[src/rtl/prime_power_feeder.sv]
// Prime power feeder: captures primes from a sieve and emits the largest p^k <= BOUND for each one.
// Define PRIME_POWER_FEEDER_OVF_CNT_EN to build the saturating dropped-prime counter on ovf_count.
module prime_power_feeder #(
  parameter int BOUND = 500,
  parameter int DEPTH = 8
) (
  input  logic        clk,
  input  logic        rst_n,
  input  logic [8:0]  prime_number,
  input  logic        loop,
  output logic [15:0] pp_data,
  output logic        pp_valid,
  input  logic        pp_ready,
  output logic        done,
  output logic [7:0]  ovf_count
);

  localparam int AW = (DEPTH > 1) ? $clog2(DEPTH) : 1;
  localparam int CW = AW + 1;
  localparam logic [24:0]   BOUND25  = 25'(BOUND);
  localparam logic [CW-1:0] FULL_CNT = CW'(DEPTH);
  localparam logic [CW-1:0] CNT_ONE  = CW'(1);
  localparam logic [AW-1:0] PTR_ONE  = AW'(1);

  typedef enum logic [1:0] {IDLE, LOAD, MULT, OUT} state_t;

  state_t          r_state;
  state_t          w_next;
  logic [8:0]      r_last;
  logic            r_end_seen;
  logic [8:0]      r_mem [DEPTH];
  logic [AW-1:0]   r_wptr;
  logic [AW-1:0]   r_rptr;
  logic [CW-1:0]   r_count;
  logic [8:0]      r_p;
  logic [15:0]     r_acc;
  logic            r_done;

  logic            w_capture;
  logic            w_empty;
  logic            w_full;
  logic            w_pop;
  logic            w_push;
  logic            w_load_ok;
  logic            w_mult_ok;
  logic [24:0]     w_prod;

  // A prime is new only if it changed since the last capture; the edge that sees loop=1 already blocks it.
  assign w_capture = (prime_number >= 9'd2) && (prime_number != r_last) && !r_end_seen && !loop;
  assign w_empty   = (r_count == '0);
  assign w_full    = (r_count == FULL_CNT);
  assign w_pop     = (r_state == IDLE) && !w_empty;
  assign w_push    = w_capture && (!w_full || w_pop);
  assign w_prod    = 25'(r_acc) * 25'(r_p);
  assign w_load_ok = (25'(r_p) <= BOUND25);
  assign w_mult_ok = (w_prod <= BOUND25);

  always_ff @(posedge clk or negedge rst_n) begin
    if (!rst_n) begin
      r_last     <= '0;
      r_end_seen <= 1'b0;
    end else begin
      if (w_capture) r_last <= prime_number;
      if (loop)      r_end_seen <= 1'b1;
    end
  end

  always_ff @(posedge clk) begin
    if (w_push) r_mem[r_wptr] <= prime_number;
  end

  // When full, push and pop share a slot; the pop reads the old entry before it is overwritten.
  always_ff @(posedge clk or negedge rst_n) begin
    if (!rst_n) begin
      r_wptr  <= '0;
      r_rptr  <= '0;
      r_count <= '0;
    end else begin
      if (w_push) r_wptr <= r_wptr + PTR_ONE;
      if (w_pop)  r_rptr <= r_rptr + PTR_ONE;
      unique case ({w_push, w_pop})
        2'b10:   r_count <= r_count + CNT_ONE;
        2'b01:   r_count <= r_count - CNT_ONE;
        default: r_count <= r_count;
      endcase
    end
  end

  always_ff @(posedge clk or negedge rst_n) begin
    if (!rst_n) r_state <= IDLE;
    else        r_state <= w_next;
  end

  always_comb begin
    w_next   = r_state;
    pp_valid = 1'b0;
    pp_data  = '0;
    unique case (r_state)
      IDLE: if (!w_empty) w_next = LOAD;
      LOAD: w_next = w_load_ok ? MULT : IDLE;
      MULT: if (!w_mult_ok) w_next = OUT;
      OUT: begin
        pp_valid = 1'b1;
        pp_data  = r_acc;
        if (pp_ready) w_next = IDLE;
      end
      default: w_next = IDLE;
    endcase
  end

  always_ff @(posedge clk or negedge rst_n) begin
    if (!rst_n) begin
      r_p   <= '0;
      r_acc <= '0;
    end else begin
      if (w_pop) r_p <= r_mem[r_rptr];
      if ((r_state == LOAD) && w_load_ok) r_acc <= 16'(r_p);
      if ((r_state == MULT) && w_mult_ok) r_acc <= w_prod[15:0];
    end
  end

  always_ff @(posedge clk or negedge rst_n) begin
    if (!rst_n) r_done <= 1'b0;
    else if (r_end_seen && w_empty && (r_state == IDLE)) r_done <= 1'b1;
  end

  assign done = r_done;

`ifdef PRIME_POWER_FEEDER_OVF_CNT_EN
  logic       w_drop;
  logic [7:0] r_ovf;

  assign w_drop = w_capture && w_full && !w_pop;

  always_ff @(posedge clk or negedge rst_n) begin
    if (!rst_n) r_ovf <= '0;
    else if (w_drop && (r_ovf != 8'hFF)) r_ovf <= r_ovf + 8'd1;
  end

  assign ovf_count = r_ovf;
`else
  assign ovf_count = 8'd0;
`endif

endmodule
[config.mk]
export PLATFORM = sky130hd
export DESIGN_NAME = prime_power_feeder
export DESIGN_NICKNAME = d
export VERILOG_FILES = /design/src/rtl/prime_power_feeder.sv
export SDC_FILE = /design/constraint.sdc
export NUM_CORES = 1
export LEC_CHECK = 0
export CORE_ASPECT_RATIO = 0.5
export CORE_MARGIN = 2
export CORE_UTILIZATION = 35
export CTS_CLUSTER_SIZE = 30
export DETAILED_ROUTE_END_ITERATION = 8
export GPL_TIMING_DRIVEN = 0
export PLACE_DENSITY = 0.57
export SETUP_SLACK_MARGIN = 0.3
export SLEW_MARGIN = 10
export SYNTH_ARGS = -nofsm -noshare
export SYNTH_HDL_FRONTEND = slang
export SYNTH_SLANG_ARGS = --single-unit
export TNS_END_PERCENT = 10
[constraint.sdc]
create_clock -name clk -period 11.06 [get_ports clk]
set_input_delay 2.212 -clock clk [delete_from_list [all_inputs] [get_ports clk]]
set_output_delay 2.212 -clock clk [all_outputs]
set_load 0.005 [all_outputs]
==> flow_summary.toml, run 1 <==
[yosys]
synth_area_per_cell_um2 = 10.72
synthFlopType = "edfxtp_1"
ys_ff_latch = 120
synth_enable_flop_cells = 72
ys_warn_count = 0
seq_area_frac_synth = 0.3400
synthArstFlopShare = 0.4000
synth.distinct_cells = 65
syn-instance-count = 923
netlist_area_mm2 = 0.009891

[layout]
diodes = 0
multi_input_area_mm2 = 0.005826
num-nets-final = 1146
fillCellCount = 2751
area_delta_synth_final_pct = 14.79
layout.cells.non_filler = 1379
postLayoutCellArea_mm2 = 0.01135
final-seq-area_mm2 = 0.003363
drive_gt1_frac = 0.09228

[cts]
postCtsSetupRepairBufs = 0
clk_latency_ns = 0.42
cts_tree = "built"
clockBufferDepth = 2
cts_buffers = 17
htreeDepth = 4
ctsHoldBuffers = 0
clockRootBuffer = "clkbuf_16"
clock_sinks = 120
path_clk_slew_ns = 0.06
ctsResizeCount = 0

[grt]
grt_pass1_vias = 7301
grt_pass1_wl_mm = 39.63
grt_max_degree = 31
grt_usage = 0.1720
antenna_found_initial = 0
globalRouteOverflowTotal = 0

[die]
core-area_mm2 = 0.02776
die_w_um = 241.7
start_util = 0.3563
io_pins = 39
placement_rows = 43
die_h_um = 122.9
die_area_mm2 = 0.02970

[sta]
fin_crit_sh = 0.6180
fmax_mhz = 146.3
slew_headroom = 0.3601
rsz0062_at_grt = "no"
hold_viol = 0
fin_skew_ns = 0.01495
tns_ns = 0
slew_violations = 0
period_minus_slack_ns = 6.835
worst_pin_slew_ns = 0.9563
setup_viol = 0
setup_slack_ns = 4.225

[worst_setup_path]
crit_chain = "clkbuf_1, clkbuf_1, nand2_1, fa_1, fa_1, inv_1, fa_1, inv_1, fa_1, inv_1, ha_1, clkbuf_1, nand2b_1, o2111ai_1, a311oi_1, nand4_1, nor3_1, nor4b_1, and4_1, buf_6, nor2_4, buf_6, a21o_1"
slowest_stage = "clkbuf_1"
cpMostUsedCell = "fa_1"
max_stage_delay_ns = 0.57
endpoint_kind = "flip-flop"
crit_required_ns = 11.36
path_class = "reg -> reg"
worstSetupStartpointType = "flip-flop"
r2r_cells = 23
arrival_ns = 7.14
critPathMaxFanout = 10

[placed_design]
dp_cells = 1347
hpwl_mm = 18.31
dp_slack_ns = 4.257
placed_area_mm2 = 0.01078
gp_congestion = 0.8762
port_buffers = 30

[detailed_routing]
dr.pass1.iters = 6
postRouteAntennaNets = 0
vias_per_cell = 5.007
wl_per_cell_um = 17.37
wirelength_mm = 23.95
drc = 0
vias = 6905
drt_iter0_drc = 363

[power]
powerDensity_mw_per_mm2 = 93.49
ir_worst_vdd_mv = 0.1913
power_leakage_nw = 5.043

[min_path]
hold_class = "reg -> reg"
hold_depth = 1

[outcome]
status = "finished clean"

[job]
maxCapViolations = 0
## worst paths after layout
path	from	end	slack (ns)
max	r_p[5]$_DFFE_PN0P_	r_acc[5]$_DFFE_PN0P_	4.22
min	done$_DFFE_PN0P_	done$_DFFE_PN0P_	0.47
max reg2reg	r_p[5]$_DFFE_PN0P_	r_acc[5]$_DFFE_PN0P_	4.22
min reg2reg	done$_DFFE_PN0P_	done$_DFFE_PN0P_	0.47
max in group asynchronous	rst_n	r_wptr[2]$_DFFE_PN0P_	8.63
min in group asynchronous	rst_n	r_p[7]$_DFFE_PN0P_	1.86
## per-layer routing
metal  share of wire  GRT usage  vias up
met5               0          0        -
met4           0.017    0.05170        0
met3           0.040    0.02624       31
met2            0.48     0.2951      145
met1            0.46     0.2282     3535
li1                -          -     3194
## layout make-up
cell class / count / share of cell area
Timing Repair Buffer: 35 / 0.03108
Tap cell: 382 / 0.04210
Buffer: 63 / 0.02645
Sequential cell: 120 / 0.2962
Clock inverter: 14 / 0.01289
Multi-Input combinational cell: 625 / 0.5131
Clock buffer: 18 / 0.03780
Inverter: 122 / 0.04033
## flip-flops by register name (all words and copies together) (netlist names), named ones only
register    flops
done            1
r_end_seen      1
r_mem          72
r_last          9
r_wptr          3
r_rptr          3
r_p             9
r_count         4
r_acc          16
r_state         1
## cell usage after synthesis, drive strengths merged (19+ instances only)
library cell    n  area, µm²
inv           122      457.9
and2           79      494.2
ha             49      613.1
buf            21      142.6
fa            100       2002
clkbuf         42      157.7
and3           19      118.9
edfxtp         72       2162
o21ai          24      123.9
a21oi          24      142.6
nand2         110      412.9
dfrtp          48       1201
## critical path: cells and delay by family, from the launching register on
family | cells | cell delay, ns
buffers and inverters | 8 | 1.90
AOI/OAI and AO/OA | 3 | 0.64
DFF | 1 | 0.32
adders and majority gates | 5 | 2.34
and+or+nand+nor | 7 | 1.53
## cell families after synthesis
| group | after synthesis | synth area share |
|---|---|---|
| adder cells (fa/ha/maj) | 149 | 0.2644 |
| AND/OR/NAND/NOR | 291 | 0.1529 |
| other | 1 | 0.0003791 |
| buffers and inverters | 185 | 0.07666 |
| multiplexers | 41 | 0.06553 |
| flip-flops | 120 | 0.3400 |
| AO/OA/AOI/OAI | 113 | 0.07970 |
| XOR/XNOR | 23 | 0.02037 |
## through the flow
step | utilization | hold slack [ns] | power (mW)
finish | 0.4090 | 0.4682 | 1.061
global placement | 0.3853 | 0.4544 | 0.5286
CTS | 0.4090 | 0.4787 | 1.069
global route | 0.4090 | 0.4973 | 1.096
floorplan | - | 0.4507 | 0.5130
detailed placement | 0.3882 | 0.4663 | 0.5320
## where the power goes
part           leakage [nW]  internal (mW)  switching, mW  total, mW
logic                  3.49         0.0167         0.0180     0.0347
clock network         0.270          0.332          0.207      0.539
registers              1.28          0.482        0.00597      0.488
total                  5.04          0.831          0.231       1.06
## placed cells by master (no fill, tap or decap), types with 10 or more instances in the layout
cell,netlist,routed
a21o_1,18,18
mux2i_1,13,13
nand2_1,110,110
clkdlybuf4s50_1,0,29
and3_1,19,19
edfxtp_1,72,72
xnor2_1,15,15
clkbuf_1,42,43
a21oi_1,22,22
mux2_2,10,10
mux4_2,18,18
ha_1,49,49
nor2_1,17,17
dfrtp_1,48,48
buf_4,8,12
o21ai_0,22,22
and2_1,79,79
fa_1,100,100
clkbuf_16,0,17
inv_1,122,122
No activity file was read; power rests on OpenSTA's default activity.
==> inputs of run 2 (changes only) <==
--- a/config.mk
+++ b/config.mk
@@ -11,7 +11,7 @@
 export CTS_CLUSTER_SIZE = 30
 export DETAILED_ROUTE_END_ITERATION = 8
 export GPL_TIMING_DRIVEN = 0
-export PLACE_DENSITY = 0.57
+export PLACE_DENSITY = 0.59
 export SETUP_SLACK_MARGIN = 0.3
 export SLEW_MARGIN = 10
 export SYNTH_ARGS = -nofsm -noshare
==> constraint.sdc (replaced) <==
create_clock -name clk -period 5.7 [get_ports clk]
set_input_delay 1.14 -clock clk [delete_from_list [all_inputs] [get_ports clk]]
set_output_delay 1.14 -clock clk [all_outputs]
set_load 0.005 [all_outputs]
==> run 2 against run 1 <==
Cell count increased by 4.6%. Critical path depth decreased by 4. Maximum frequency up 21%. Flip-flop and latch count is the same. Highest routed layer unchanged.
==> flow_summary.toml, run 2 (synthesis gave the netlist of run 1 again) <==
[outcome]
status = "finished clean"

[layout]
drive_gt1_frac = 0.2491
top_register = "r_mem"
num-nets-final = 1209
diodes = 0
fillCellCount = 2525
reg_top3 = "r_mem (72), r_acc (16)"
layout_common_cells = "inv_1 (113), nand2_1 (105), fa_1 (91)"
finish.utilization = 0.4597
postLayoutCellArea_mm2 = 0.01276
area_delta_synth_final_pct = 29.03
largest_reg_flops = 72
layout_commonest_cell = "inv_1"

[worst_setup_path]
endpoint_kind = "flip-flop"
critPathMaxFanout = 8
worstSetupStartpointType = "flip-flop"
crit_required_ns = 6.01
arrival_ns = 5.95
r2r_cells = 19
path_class = "reg -> reg"

[min_path]
hold_class = "reg -> reg"
hold_depth = 1

[cts]
clk_latency_ns = 0.42
htreeDepth = 4
cts_tree = "built"
cts_buffers = 17
clock_sinks = 120
clockBufferDepth = 2
path_clk_slew_ns = 0.06
clockRootBuffer = "clkbuf_16"

[job]
maxCapViolations = 0

[detailed_routing]
vias_per_cell = 5.064
dr.pass1.iters = 5
postRouteAntennaNets = 0
wl_per_cell_um = 17.92
wirelength_mm = 25.85
drc = 0
drt_iter0_drc = 500
vias = 7303

[die]
io_pins = 39
start_util = 0.3563
die_w_um = 241.7
die_h_um = 122.9
core-area_mm2 = 0.02776
placement_rows = 43
die_area_mm2 = 0.02970

[sta]
rsz0062_at_grt = "yes"
fin_skew_ns = 0.008256
slew_headroom = 0.4052
setup_viol = 0
period_minus_slack_ns = 5.637
worst_pin_slew_ns = 0.8889
setup_slack_ns = 0.06306
tns_ns = 0
hold_viol = 0
slew_violations = 0
fin_crit_sh = 0.9889
fmax_mhz = 177.4

[grt]
globalRouteOverflowTotal = 0
grt_max_degree = 37
antenna_found_initial = 0
grt_usage = 0.1795
grt_pass1_vias = 7615
grt_pass1_wl_mm = 41.26

[placed_design]
port_buffers = 30
placed_area_mm2 = 0.01084
gp_congestion = 0.8444
dp_slack_ns = -0.6646
hpwl_mm = 18.20

[power]
ir_worst_vdd_mv = 0.2270
powerDensity_mw_per_mm2 = 165.6
power_leakage_nw = 5.641
[run 2: changes by cell type in the layout (fill, tap and decap cells not counted), sizes merged]
cell	previous run	this run
clkbuf	60	54
inv	126	132
clkinv	5	1
clkinvlp	3	2
buf	27	95
[run 2: area by class of cell]
| cell class | count | area [µm²] | share of cell area |
|---|---|---|---|
| timing repair buffer | 98 | 907.1 | 0.07108 |
| clock buffer | 17 | 425.4 | 0.03333 |
| clock inverter | 15 | 176.4 | 0.01382 |
| sequential | 120 | 3369 | 0.2640 |
| tap | 382 | 478.0 | 0.03745 |
| inverter | 122 | 457.9 | 0.03588 |
| buffer | 63 | 685.7 | 0.05373 |
| multi-input combinational | 625 | 6262 | 0.4907 |
[run 2: report_power, final]
part | total (mW) | internal (mW) | leakage (nW) | switching [mW]
clock | 1.10 | 0.660 | 0.291 | 0.438
combinational | 0.0684 | 0.0325 | 4.08 | 0.0359
sequential | 0.946 | 0.935 | 1.27 | 0.0113
[run 2: repair_timing]
item | CTS | global route
pin swaps | 60 | 41
buffers inserted | 54 | 8
hold buffers | 0 | 0
cloned | 1 | 0
setup endpoints to repair | 17 | 17
gates resized for setup | 143 | 48
[run 2: stage by stage]
step           cells  power [mW]  hold slack [ns]
4_1_cts         1434       2.125           0.4798
3_3_place_gp    1342       1.024           0.4599
3_5_place_dp    1347       1.033           0.4685
6_report        1442       2.113           0.4815
2_1_floorplan    930      0.9954           0.4507
5_1_grt         1442       2.179           0.4963
[run 2: worst paths after layout]
path	start	endpoint	slack, ns
worst max-delay path	r_p[6]$_DFFE_PN0P_	r_acc[14]$_DFFE_PN0P_	0.06
worst min-delay path	done$_DFFE_PN0P_	done$_DFFE_PN0P_	0.48
worst max register to register	r_p[6]$_DFFE_PN0P_	r_acc[14]$_DFFE_PN0P_	0.06
worst min register to register	done$_DFFE_PN0P_	done$_DFFE_PN0P_	0.48
max in group asynchronous	rst_n	r_p[4]$_DFFE_PN0P_	4.58
min in group asynchronous	rst_n	r_last[3]$_DFFE_PN0P_	0.61
[run 2: worst max-delay path: stages (launching register included)]
cell and delay, ns:
dfrtp_2 0.46, buf_6 0.14, buf_12 0.11, and2_1 0.15, fa_1 0.48, fa_1 0.53
fa_1 0.52, fa_1 0.56, ha_4 0.23, a21o_4 0.24, a31oi_4 0.21, o22ai_2 0.13
or4_1 0.51, a22o_1 0.22, a2111oi_4 0.21, and4_4 0.31, buf_8 0.12, nor2_4 0.06
buf_6 0.17, and2_1 0.15
[run 2: per-layer routing]
| layer | GRT usage | routed length, µm |
|---|---|---|
| met5 | 0 | 0 |
| met4 | 0.07407 | 668 |
| met3 | 0.02580 | 1159 |
| met2 | 0.3089 | 12610 |
| met1 | 0.2309 | 11410 |
==> inputs of run 3 (changes only) <==
--- a/config.mk
+++ b/config.mk
@@ -8,6 +8,7 @@
 export CORE_ASPECT_RATIO = 0.5
 export CORE_MARGIN = 2
 export CORE_UTILIZATION = 35
+export CTS_BUF_LIST = sky130_fd_sc_hd__clkbuf_4
 export CTS_CLUSTER_SIZE = 30
 export DETAILED_ROUTE_END_ITERATION = 8
 export GPL_TIMING_DRIVEN = 0
==> run 3 against run 2 <==
Die area stayed put. Worst hold slack better by 0.0037 ns. Clock power fell by 41%. Utilization decreased by 1.5 points. First-iteration DRC count rose by 1.8%. Combinational power about the same. Register-to-register slack hardly changed. Clock skew grew 0.016 ns.
==> flow_summary.toml, run 3 (synthesis gave the netlist of run 1 again) <==
[worst_setup_path]
crit_required_ns = 6.14
path_class = "reg -> reg"
reg2reg_slack_ns = 0.07
cp_top_family = "adder cells"
rr_endpoint = "r_acc[5]$_DFFE_PN0P_"
reg2reg_from = "r_p[2]$_DFFE_PN0P_"
arrival_ns = 6.07
cpMostUsedCell = "fa_1"
crit_chain = "buf_8, buf_8, nand2_2, fa_1, inv_1, fa_1, inv_1, fa_1, fa_1, inv_1, ha_4, buf_6, a21oi_4, o21ai_4, or4_4, o2bb2ai_4, a2111oi_4, and4_4, buf_8, nor2_4, buf_6, a21o_1"
endpoint_kind = "flip-flop"
critPathMaxFanout = 10
slowest_stage = "or4_4"
worstSetupStartpointType = "flip-flop"
max_stage_delay_ns = 0.56
cp_num_buf_inv = 8
r2r_cells = 22

[die]
core-area_mm2 = 0.02776
start_util = 0.3563
die_w_um = 241.7
io_pins = 39
die_area_mm2 = 0.02970
placement_rows = 43
die_h_um = 122.9

[sta]
slew_violations = 0
worst_pin_slew_ns = 0.8837
hold_viol = 0
fin_skew_ns = 0.02428
tns_ns = 0
setup_slack_ns = 0.06783
setup_viol = 0
fin_crit_sh = 0.9881
slew_headroom = 0.4087
timing.hold.ws_ns = 0.4852
period_minus_slack_ns = 5.632
fmax_mhz = 177.6
rsz0062_at_grt = "yes"

[layout]
finish.utilization = 0.4443
final-seq-area_mm2 = 0.003369
layout_common_cells = "inv_1 (114), nand2_1 (101), fa_1 (92)"
area_delta_synth_final_pct = 24.71
diodes = 0
layout_commonest_cell = "inv_1"
top_register = "r_mem"
reg_top3 = "r_mem (72), r_acc (16)"
drive_gt1_frac = 0.2495
largest_reg_flops = 72
fillCellCount = 2623
num-nets-final = 1207
multi_input_area_mm2 = 0.006237
postLayoutCellArea_mm2 = 0.01233
layout.cells.non_filler = 1440

[detailed_routing]
wl_per_cell_um = 17.91
dr.pass1.iters = 5
vias = 7266
drt_iter0_drc = 509
vias_per_cell = 5.046
postRouteAntennaNets = 0
wirelength_mm = 25.80
drc = 0

[min_path]
hold_class = "in -> async"

[power]
internal_power_mw = 1.243
pwr-share-comb = 0.041
finalPower_mw = 1.667
clock_power_share = 0.392
powerDensity_mw_per_mm2 = 135.2
switching_power_mw = 0.4238
switching_share = 0.2542
ir_worst_vdd_mv = 0.1554
p_seq_frac = 0.567
power_leakage_nw = 5.473

[grt]
grt_max_degree = 37
antenna_found_initial = 0
grt_usage = 0.1795
grt_pass1_wl_mm = 41.26
globalRouteOverflowTotal = 0
grt_pass1_vias = 7592

[placed_design]
port_buffers = 30
placed_area_mm2 = 0.01084
dp_slack_ns = -0.6646
gp_congestion = 0.8444
hpwl_mm = 18.20
dp_cells = 1347

[cts]
cts_buffers = 17
clock_sinks = 120
clockBufferDepth = 2
cts_tree = "built"
clockRootBuffer = "clkbuf_4"
ctsHoldBuffers = 0
path_clk_slew_ns = 0.14
htreeDepth = 4
clk_latency_ns = 0.54

[job]
maxCapViolations = 0

[outcome]
status = "finished clean"
run 3: cell types whose count changed in the layout (fill, tap and decap cells not counted), moves of 2 or more:
cell | before | now
buf_12 | 6 | 3
buf_2 | 1 | 3
buf_4 | 63 | 65
buf_8 | 8 | 6
clkbuf_16 | 22 | 4
clkbuf_4 | 4 | 22
clkbuf_8 | 16 | 14
ha_2 | 0 | 2
nand2_1 | 105 | 101
nand2_2 | 4 | 8
run 3: area by class of cell:
cell class                      count  share of cell area
Buffer                             63             0.05092
Clock inverter                     15             0.01430
Clock buffer                       17             0.01035
Inverter                          122             0.03713
Sequential cell                   120              0.2732
Timing Repair Buffer               96             0.06969
Tap cell                          382             0.03875
Multi-Input combinational cell    625              0.5057
run 3: layer usage:
layer	global-route usage	wire length, µm	up-vias
li1	-	-	3326
met1	0.2324	11450	3694
met2	0.3111	12540	200
met3	0.02340	1154	46
met4	0.06983	655	0
met5	0	0	-
run 3: worst max path at each step:
stage,start,end,slack (ns),cells past startpoint
3_5_place_dp,r_p[6]$_DFFE_PN0P_,r_acc[8]$_DFFE_PN0P_,-0.66,19
5_1_grt,r_p[1]$_DFFE_PN0P_,r_acc[3]$_DFFE_PN0P_,-0.09,23
6_report,r_p[2]$_DFFE_PN0P_,r_acc[5]$_DFFE_PN0P_,0.07,22
3_3_place_gp,r_p[6]$_DFFE_PN0P_,r_acc[5]$_DFFE_PN0P_,-0.67,20
2_1_floorplan,r_p[8]$_DFFE_PN0P_,r_acc[5]$_DFFE_PN0P_,0.30,23
4_1_cts,r_p[8]$_DFFE_PN0P_,r_acc[8]$_DFFE_PN0P_,0.07,21
run 3: repair_timing:
| action | CTS | global route |
|---|---|---|
| cloned | 1 | 0 |
| endpoints found under the setup margin | 17 | 17 |
| setup buffers | 53 | 7 |
| gates resized for setup | 133 | 50 |
| pin swaps | 47 | 47 |
run 3: power groups by stage:
stage	registers [mW]	clock network, mW	logic [mW]
after floorplan	0.961	0	0.0346
after global placement	0.962	0	0.0624
after detailed placement	0.964	0	0.0693
after CTS	0.945	0.672	0.0697
after global routing	0.947	0.713	0.0764
final	0.945	0.654	0.0686
